**src/rtl/write_back_scoreboard.sv**
```systemverilog
// In-order write-back scoreboard: holds pending GPR writes until their
// ALU / memory / aux (HI/LO/CP0) result arrives, retires them in program
// order to the register-file write port, and answers RAW hazard and
// forwarding queries for the decode stage's rs/rt operands.
// Build option: WB_SCOREBOARD_FORWARD_EN enables result forwarding; when it
// is undefined the fwd outputs are tied to 0 and any match reports busy.

package wb_pkg;
    typedef enum logic [1:0] {
        SRC_NOP = 2'd0,
        SRC_ALU = 2'd1,
        SRC_MEM = 2'd2
    } wr_src_t;

    typedef struct packed {
        logic        valid;
        wr_src_t     src;
        logic [4:0]  dst;
        logic [31:0] value;
    } write_reg_t;
endpackage

module write_back_scoreboard
    import wb_pkg::*;
#(
    parameter int DEPTH = 4,
    localparam int TW = $clog2(DEPTH)
) (
    input  logic          clk,
    input  logic          resetn,
    input  logic          flush,
    input  logic          issue_valid,
    output logic          issue_ready,
    input  write_reg_t    issue_wr,
    output logic [TW-1:0] issue_tag,
    input  logic          alu_valid,
    input  logic [TW-1:0] alu_tag,
    input  logic [31:0]   alu_value,
    input  logic          mem_valid,
    input  logic [TW-1:0] mem_tag,
    input  logic [31:0]   mem_value,
    input  logic          aux_valid,
    input  logic [TW-1:0] aux_tag,
    input  logic [31:0]   aux_value,
    output logic          rf_we,
    output logic [4:0]    rf_waddr,
    output logic [31:0]   rf_wdata,
    input  logic [4:0]    rs_addr,
    input  logic [4:0]    rt_addr,
    output logic          rs_busy,
    output logic          rs_fwd_valid,
    output logic [31:0]   rs_fwd_value,
    output logic          rt_busy,
    output logic          rt_fwd_valid,
    output logic [31:0]   rt_fwd_value,
    output logic [TW:0]   count
);

    logic [4:0]       e_dst [DEPTH];
    wr_src_t          e_src [DEPTH];
    logic [31:0]      e_val [DEPTH];
    logic [DEPTH-1:0] e_done;

    logic [TW-1:0]    head, tail;
    logic [TW:0]      cnt;

    logic [TW-1:0]    off [DEPTH];
    logic [DEPTH-1:0] occ, alu_hit, mem_hit, aux_hit;
    logic             full, alloc, pop;

    // The result value carried by the descriptor is not used here.
    logic unused_value;
    assign unused_value = ^issue_wr.value;

    assign full        = (cnt == (TW+1)'(DEPTH));
    assign issue_ready = !full && !flush;
    assign issue_tag   = tail;
    assign count       = cnt;
    assign alloc       = issue_valid && issue_ready && issue_wr.valid && (issue_wr.dst != 5'd0);
    assign pop         = (cnt != '0) && e_done[head];

    // Per-slot occupancy and result-port hits; a port only completes an
    // occupied, not-yet-done slot whose source matches the port.
    always_comb begin
        for (int i = 0; i < DEPTH; i++) begin
            off[i]     = TW'(i) - head;
            occ[i]     = ({1'b0, off[i]} < cnt);
            alu_hit[i] = alu_valid && (alu_tag == TW'(i)) && occ[i] && !e_done[i] && (e_src[i] == SRC_ALU);
            mem_hit[i] = mem_valid && (mem_tag == TW'(i)) && occ[i] && !e_done[i] && (e_src[i] == SRC_MEM);
            aux_hit[i] = aux_valid && (aux_tag == TW'(i)) && occ[i] && !e_done[i] && (e_src[i] == SRC_NOP);
        end
    end

    // Queue state, completions, in-order retire and registered RF write.
    always_ff @(posedge clk or negedge resetn) begin
        if (!resetn) begin
            head     <= '0;
            tail     <= '0;
            cnt      <= '0;
            e_done   <= '0;
            rf_we    <= 1'b0;
            rf_waddr <= 5'd0;
            rf_wdata <= 32'd0;
            for (int i = 0; i < DEPTH; i++) begin
                e_dst[i] <= 5'd0;
                e_src[i] <= SRC_NOP;
                e_val[i] <= 32'd0;
            end
        end else if (flush) begin
            head   <= '0;
            tail   <= '0;
            cnt    <= '0;
            e_done <= '0;
            rf_we  <= 1'b0;
        end else begin
            for (int i = 0; i < DEPTH; i++) begin
                if (alu_hit[i]) begin
                    e_val[i]  <= alu_value;
                    e_done[i] <= 1'b1;
                end else if (mem_hit[i]) begin
                    e_val[i]  <= mem_value;
                    e_done[i] <= 1'b1;
                end else if (aux_hit[i]) begin
                    e_val[i]  <= aux_value;
                    e_done[i] <= 1'b1;
                end
            end
            if (alloc) begin
                e_dst[tail]  <= issue_wr.dst;
                e_src[tail]  <= issue_wr.src;
                e_done[tail] <= 1'b0;
                tail         <= tail + 1'b1;
            end
            if (pop) begin
                rf_we    <= 1'b1;
                rf_waddr <= e_dst[head];
                rf_wdata <= e_val[head];
                head     <= head + 1'b1;
            end else begin
                rf_we <= 1'b0;
            end
            cnt <= cnt + (TW+1)'(alloc) - (TW+1)'(pop);
        end
    end

    // Oldest-to-youngest scan so the last match seen is the youngest writer.
    function automatic void lookup(input logic [4:0] a, output logic busy,
                                   output logic fv, output logic [31:0] fval);
        logic          hit, hit_done;
        logic [31:0]   hit_val;
        logic [TW-1:0] idx;
        hit      = 1'b0;
        hit_done = 1'b0;
        hit_val  = 32'd0;
        for (int k = 0; k < DEPTH; k++) begin
            idx = head + TW'(k);
            if (((TW+1)'(k) < cnt) && (e_dst[idx] == a)) begin
                hit      = 1'b1;
                hit_done = e_done[idx];
                hit_val  = e_val[idx];
            end
        end
        busy = 1'b0;
        fv   = 1'b0;
        fval = 32'd0;
`ifdef WB_SCOREBOARD_FORWARD_EN
        if (a != 5'd0) begin
            if (hit) begin
                if (hit_done) begin
                    fv   = 1'b1;
                    fval = hit_val;
                end else begin
                    busy = 1'b1;
                end
            end else if (rf_we && (rf_waddr == a)) begin
                fv   = 1'b1;
                fval = rf_wdata;
            end
        end
`else
        busy = (a != 5'd0) && (hit || (rf_we && (rf_waddr == a)));
        if (hit_done || (hit_val != 32'd0)) begin
            fval = 32'd0;
        end
`endif
    endfunction

    // rs operand query.
    always_comb begin
        rs_busy      = 1'b0;
        rs_fwd_valid = 1'b0;
        rs_fwd_value = 32'd0;
        lookup(rs_addr, rs_busy, rs_fwd_valid, rs_fwd_value);
    end

    // rt operand query.
    always_comb begin
        rt_busy      = 1'b0;
        rt_fwd_valid = 1'b0;
        rt_fwd_value = 32'd0;
        lookup(rt_addr, rt_busy, rt_fwd_valid, rt_fwd_value);
    end

endmodule

```
**config.mk**
```make
export PLATFORM = sky130hd
export DESIGN_NAME = write_back_scoreboard
export DESIGN_NICKNAME = d
export VERILOG_FILES = /design/src/rtl/write_back_scoreboard.sv
export SDC_FILE = /design/constraint.sdc
export NUM_CORES = 1
export LEC_CHECK = 0
export CAP_MARGIN = 20
export CORE_MARGIN = 4
export CORE_UTILIZATION = 54
export CTS_BUF_LIST = sky130_fd_sc_hd__clkbuf_4
export DETAILED_ROUTE_END_ITERATION = 10
export PLACE_DENSITY = 0.88
export SYNTH_ARGS = -nofsm -noshare
export SYNTH_HDL_FRONTEND = slang
export SYNTH_SLANG_ARGS = --single-unit
```
**constraint.sdc**
```tcl
create_clock -name clk -period 4.7 [get_ports clk]
set_clock_uncertainty 0.1 [all_clocks]
set_input_delay 0.705 -clock clk [delete_from_list [all_inputs] [get_ports clk]]
set_output_delay 0.705 -clock clk [all_outputs]
set_load 0.02 [all_outputs]
```
Word-level counts from Yosys, hierarchy flattened

Cells that the tools add are included.

Register bits after elaboration: 205
Input bits: 159
Output and inout bits: 112
Logic and storage cells: 250

$add $sub $neg: 10
Order comparisons: 17
Equality and inequality tests: 28
Mux-type cells: 70
Bitwise gates (word level): 8
Reduce and logical (&&, ||, !) cells: 98

Operators with widths:

| cell                 | count |
|---|---|
| $mux W32             | 14 |
| $logic_and A1 B1 Y1  | 67 |
| $bmux W32 S2         | 1 |
| $eq A5 B5 Y1         | 10 |
| $mux W5              | 9 |
| $bmux W5 S2          | 4 |
| $mux W1              | 28 |
| $bwmux W20           | 1 |
| $eq A2 B2 Y1 const B | 10 |
| $ge A3 B3 Y1 const B | 5 |
| $not A2 Y3           | 5 |
| $reduce_bool A3 Y1   | 5 |
| $reduce_bool A5 Y1   | 3 |
| $eq A2 B1 Y1 const B | 7 |
| $logic_not A2 Y1     | 7 |
| $lt A2 B3 Y1         | 4 |
| $reduce_and A2 Y1    | 6 |
| $demux W5 S2         | 1 |
| $mux W2              | 5 |
| $bwmux W8            | 1 |
| $mux W4              | 2 |
| $logic_not A1 Y1     | 6 |
| $lt A1 B3 Y1 const A | 2 |
| $lt A2 B3 Y1 const A | 2 |
| 19 further kinds     | 26 |

Longest topological paths before layout

Depth after elaboration: 12
Depth in mapped cells: 14
Depth with buffers taken out: 12

Least setup slack after synthesis

Ideal clock, no wire load.

Kind: register to register
From: register head[0]
To: register e_val[100] (netlist bit)
Library setup time: 125 ps
Data arrival time: 3099 ps
Required time: 4475 ps
Setup slack: 1377 ps
Stages on the path, launching flop included: 13
Path buffers: 5
Period minus slack after synthesis: 3323 ps
Cell sequence: dfrtp_1 buf_2 buf_2 buf_2 buf_2 xnor2_1 inv_1 ha_1 a21oi_1 o2bb2ai_1 nor2_1 clkbuf_1 mux2_2

Word-level cells in the longest chain between the ends: 7
Elaborated cells between the ends (all ways): 15
Those cells by class: 1 x add/sub; 1 x order compare; 2 x mux; 11 x reduce/logical

Ends and longest elaborated chain:

| element                                                  | RTL line   | text |
|---|---|---|
| from (decl)                                              | 64         | `logic [TW-1:0] head, tail;` |
| from (signal assigned)                                   | 138        | `head <= head + 1'b1;` |
| $sub A1 B2 Y2 *                                          | 86         | `off[i] = TW'(i) - head;` |
| $lt A2 B3 Y1 *                                           | 87         | `occ[i] = ({1'b0, off[i]} < cnt);` |
| $logic_and A1 B1 Y1 (on tied branches) (3 in series)     | 88, 89, 90 |  |
| $reduce_bool A3 Y1 (no line) or $mux W32 (tied branches) | -          |  |
| $reduce_and A2 Y1 (no line) or $mux W32 (tied branches)  | -          |  |
| to (signal, indexed assignment)                          | 118        | `e_val[i] <= alu_value;` |
| to (signal, indexed assignment)                          | 121        | `e_val[i] <= mem_value;` |
| to (signal, indexed assignment)                          | 124        | `e_val[i] <= aux_value;` |
| to (decl)                                                | 61         | `logic [31:0] e_val [DEPTH];` |

Every way passes the cells marked *; elsewhere a longest branch is shown, timed or not.
A chain may end at the register's enable or synchronous reset.

Worst setup path in the final report

From: register head[0]
To: output rt_busy

Word-level cells in the longest chain between the ends: 12
Elaborated cells between the ends (all ways): 33
Those cells by class: 3 x add/sub; 4 x eq/ne; 16 x mux; 4 x bitwise; 6 x reduce/logical

Ends and longest elaborated chain:

| element                                                       | RTL line | text |
|---|---|---|
| $add A2 B1 Y2 or $not A2 Y3 (tied branches)                   | -        |  |
| $not A2 Y3 or $bmux W5 S2 (tied branches)                     | -        |  |
| $bmux W5 S2 or $mux W5 (tied branches)                        | 157      | `if (((TW+1)'(k) < cnt) && (e_dst[idx] == a)) begin` |
| $mux W5 (not written as such)                                 | 157      |  |
| $mux W5 (not written as such) or $eq A5 B5 Y1 (tied branches) | 157      |  |
| $eq A5 B5 Y1 or $logic_and A1 B1 Y1 (tied branches)           | 157      |  |
| $logic_and A1 B1 Y1 or $mux W1 (tied branches)                | 157      |  |
| $mux W1 (2 in series)                                         | 157      |  |
| $mux W1 *                                                     | 157      |  |
| $logic_or A1 B1 Y1 *                                          | 181      | `busy = (a != 5'd0) && (hit \|\| (rf_we && (rf_waddr == a)));` |
| $logic_and A1 B1 Y1 *                                         | 181      |  |
| to (decl)                                                     | 53       | `output logic rt_busy,` |

Every way passes the cells marked *; elsewhere a longest branch is shown, timed or not. The select of a mux whose other input is x is not followed.

==> impl_results.md <==
- Flops & latches, synth: just over 200
- Period minus WS final: 4.350 ns
- Yosys synthesis warning count: 0
- Sequential area share after synthesis: 39.11%
- Area of the core: 0.02368 mm^2
- Worst min path class: reg -> reg
- Fin crit share: 92.56%
- Number of flops mapped to enable cells by yosys: 0
- Async SR Flop Fraction: 100.0%
- Top Ports: 271
- Detail Route Antenna Nets: 0
- Pwr/cell area: around 320 mW/mm^2
- CTS tree: done
- Top post-synthesis cells by area: dfrtp_1 (39%), mux2i_1 (11%), mux4_2 (8.1%)
- Final setup viols: 0
- Gr usage total: 26.51%
- Total Nets Final: 1528
- Detail Placement HPWL: 23510 um
- Drt drc: 0
- Layout cell share with drive strength beyond 1: 19.16%
- Avg WL per Cell: slightly above 20 um
- WHS Path Cells: 1
- VDD IR max: 0.2122 mV
- R2R depth: 10
- Vias per inst: 5.905
- Count of pins over their slew limit: 0
- DP Area: 0.01494 mm^2
- Drt pass-1 iters: 5
- Total Wirelength: 35300 um
- Std cell rows: 56
- H-Tree Depth: 2
- CTS Sinks: 205
- CTS Buf Count: 56
- Die Y: 163.9 um
- Critical path arrival: 3.55 ns
- Syn Inst Count: 1188
- Root Buffer: clkbuf_4
- CP Class: reg -> out
- First-pass GRT wire length: 56700 um
- Post-route setup TNS: 0 ns
- Vias in the first global route: ~11k
- Area grow syn2layout: 19.71%
- Relative slew slack: 51.50%
- Initial antenna violation count: 2
- Initial DRC count: between 700 and 800
- Routed vias: 10.15k
- Final Core Density: roughly two thirds
- Syn Area/Cell: 11.04 um^2
- Hold Violations, Final: 0
- Bufs on Longest Clock Path: 3
- Dominant cell type by area after synthesis: dfrtp_1
- Max-capacitance violation count: 0
- Pleak: about 7.6 nW
- GPL Wtd Cong: approximately 0.94
- Largest fanout on the critical path: 29
- Latest clock arrival within the worst-skew pair: 0.66 ns
- Port bufs: 172
- Clock slew at reported path FFs: 0.07 ns
- Die W: 163.9 um
- Top_reg_cell synth: dfrtp_1
- Count of cell types in the netlist: 48
- Largest net degree at the start of global routing: 94
- RSZ-0062 raised after global routing: no
- Die Footprint: 0.02685 mm^2
- Cell Area, Synth: 0.01312 mm^2
- Worst-Margin Slew: between 0.7 and 0.8 ns
- Status: finished, final reports clean
- Fillers: 1786
- Initial Util: 55.38%
- Peak Freq: ~230 MHz
- CP required: between 3 and 4 ns
- Total gr overflow: 0
- Top cell type's share of synthesized area: 39.11%
- Setup crit start kind: register
- Critical path capture point type: output port
- Finished Cell Area: about 0.016 mm^2
path summary, 6_finish.rpt:
path                            from      endpoint  slack, ns
min in group asynchronous     resetn  rf_wdata[18]       0.51
hold reg to reg            e_val[93]     e_val[93]       0.37
hold / removal             e_val[93]     e_val[93]       0.37
setup / recovery             head[0]       rt_busy       0.35
max in group asynchronous     resetn       head[1]       2.97
setup reg to reg             head[0]    e_val[119]       0.92
worst max-delay path: stages, from the launching register on:
cell and delay [ns]:
dfrtp_4 0.75, mux2i_1 0.44, mux2i_1 0.24, xor2_1 0.18, nor4_1 0.36, a211oi_1 0.12, a21oi_1 0.19, clkdlybuf4s50_1 0.63
per-layer routing:
layer	global-route usage [%]	vias up	wire length (um)
met2	44.83	451	17680
met4	9.950	2	919
li1	-	4557	-
met5	0	-	12
met3	5.320	96	2724
met1	33.88	5045	13960
metrics by stage:
step | power, W | cells | hold WS, ns | setup slack [ns]
after global placement | 0.003283 | 1616 | 0.3546 | 0.9105
after floorplan | 0.002987 | 1253 | 0.3094 | 1.377
after detailed placement | 0.003355 | 1616 | 0.3644 | 0.7932
after CTS | 0.005039 | 1718 | 0.3788 | 0.08234
final | 0.004999 | 1719 | 0.3718 | 0.3498
after global routing | 0.005278 | 1719 | 0.3928 | 0.08192
area by class of cell:
cell class | instances | area [um^2] | share of cell area [%]
sequential | 205 | 5137 | 32.72
clock buffer | 90 | 675.6 | 4.303
clock inverter | 11 | 72.57 | 0.4622
tap | 319 | 399.1 | 2.542
multi-input combinational | 884 | 7386 | 47.04
inverter | 14 | 52.55 | 0.3347
timing repair buffer | 195 | 1976 | 12.58
antenna | 1 | 2.502 | 0.01594
cells in the mapped netlist (all sizes together), types with 32 or more instances:
| cell | count |
|---|---|
| clkbuf | 50 |
| mux2 | 162 |
| a211oi | 34 |
| o21ai | 100 |
| dfrtp | 205 |
| buf | 100 |
| nor2 | 44 |
| nand2 | 114 |
| mux4 | 47 |
| mux2i | 143 |
| a21o | 32 |
logic make-up (layout without fill, tap and decap cells):
kind of cell,count (synthesis),after routing,synth area share (%)
AOI/OAI and AO/OA,193,193,9.081
xor gates and xnor gates,56,56,3.739
adders and majority gates,13,13,1.297
buffers and inverters,164,310,6.935
DFF,205,205,39.11
muxes,352,352,32.89
other,1,67,0.02859
and+or+nand+nor,204,204,6.916
timing repair:
item / in CTS / in global routing
hold buffers: 1 / 0
buffers inserted: 0 / 0
gates resized for setup: 0 / 1
setup endpoints to repair: 0 / 2
hold endpoints to repair: 26 / 0
power by group:
group,internal (W),total [W],switching [W]
registers,0.00207,0.00228,0.000208
clock network,0.000916,0.00167,0.000756
logic,0.000593,0.00104,0.000451
total,0.00358,0.00500,0.00142
placed cells by master, fill, tap and decap left out, types with 3 or more instances in the layout:
master and n:
mux2i_1 143, xnor2_1 28, nand3_1 4, a211oi_1 34
nand2b_1 3, nor2b_1 4, o21ai_0 22, inv_1 11
mux2_1 73, buf_12 6, a31oi_1 5, nor4_1 10
nor2_1 42, xor2_1 28, dfrtp_1 203, clkinv_1 10
conb_1 66, a21o_1 32, ha_1 12, clkbuf_4 90
o21ai_1 76, mux2_2 89, nand4b_1 3, nand2_2 4
buf_4 16, nand2_1 110, a21oi_1 7, nor3_1 5
mux4_2 47, clkdlybuf4s50_1 171, nand4_1 8, and3_1 3
registers in the layout (all words and copies together), names as in the netlist:
name and count:
rf_we 1, rf_wdata 32, e_val 128, e_done 4, issue_tag 2, head 2
e_src 8, count 3, e_dst 20, rf_waddr 5
No activity file was read; power rests on OpenSTA's default activity.
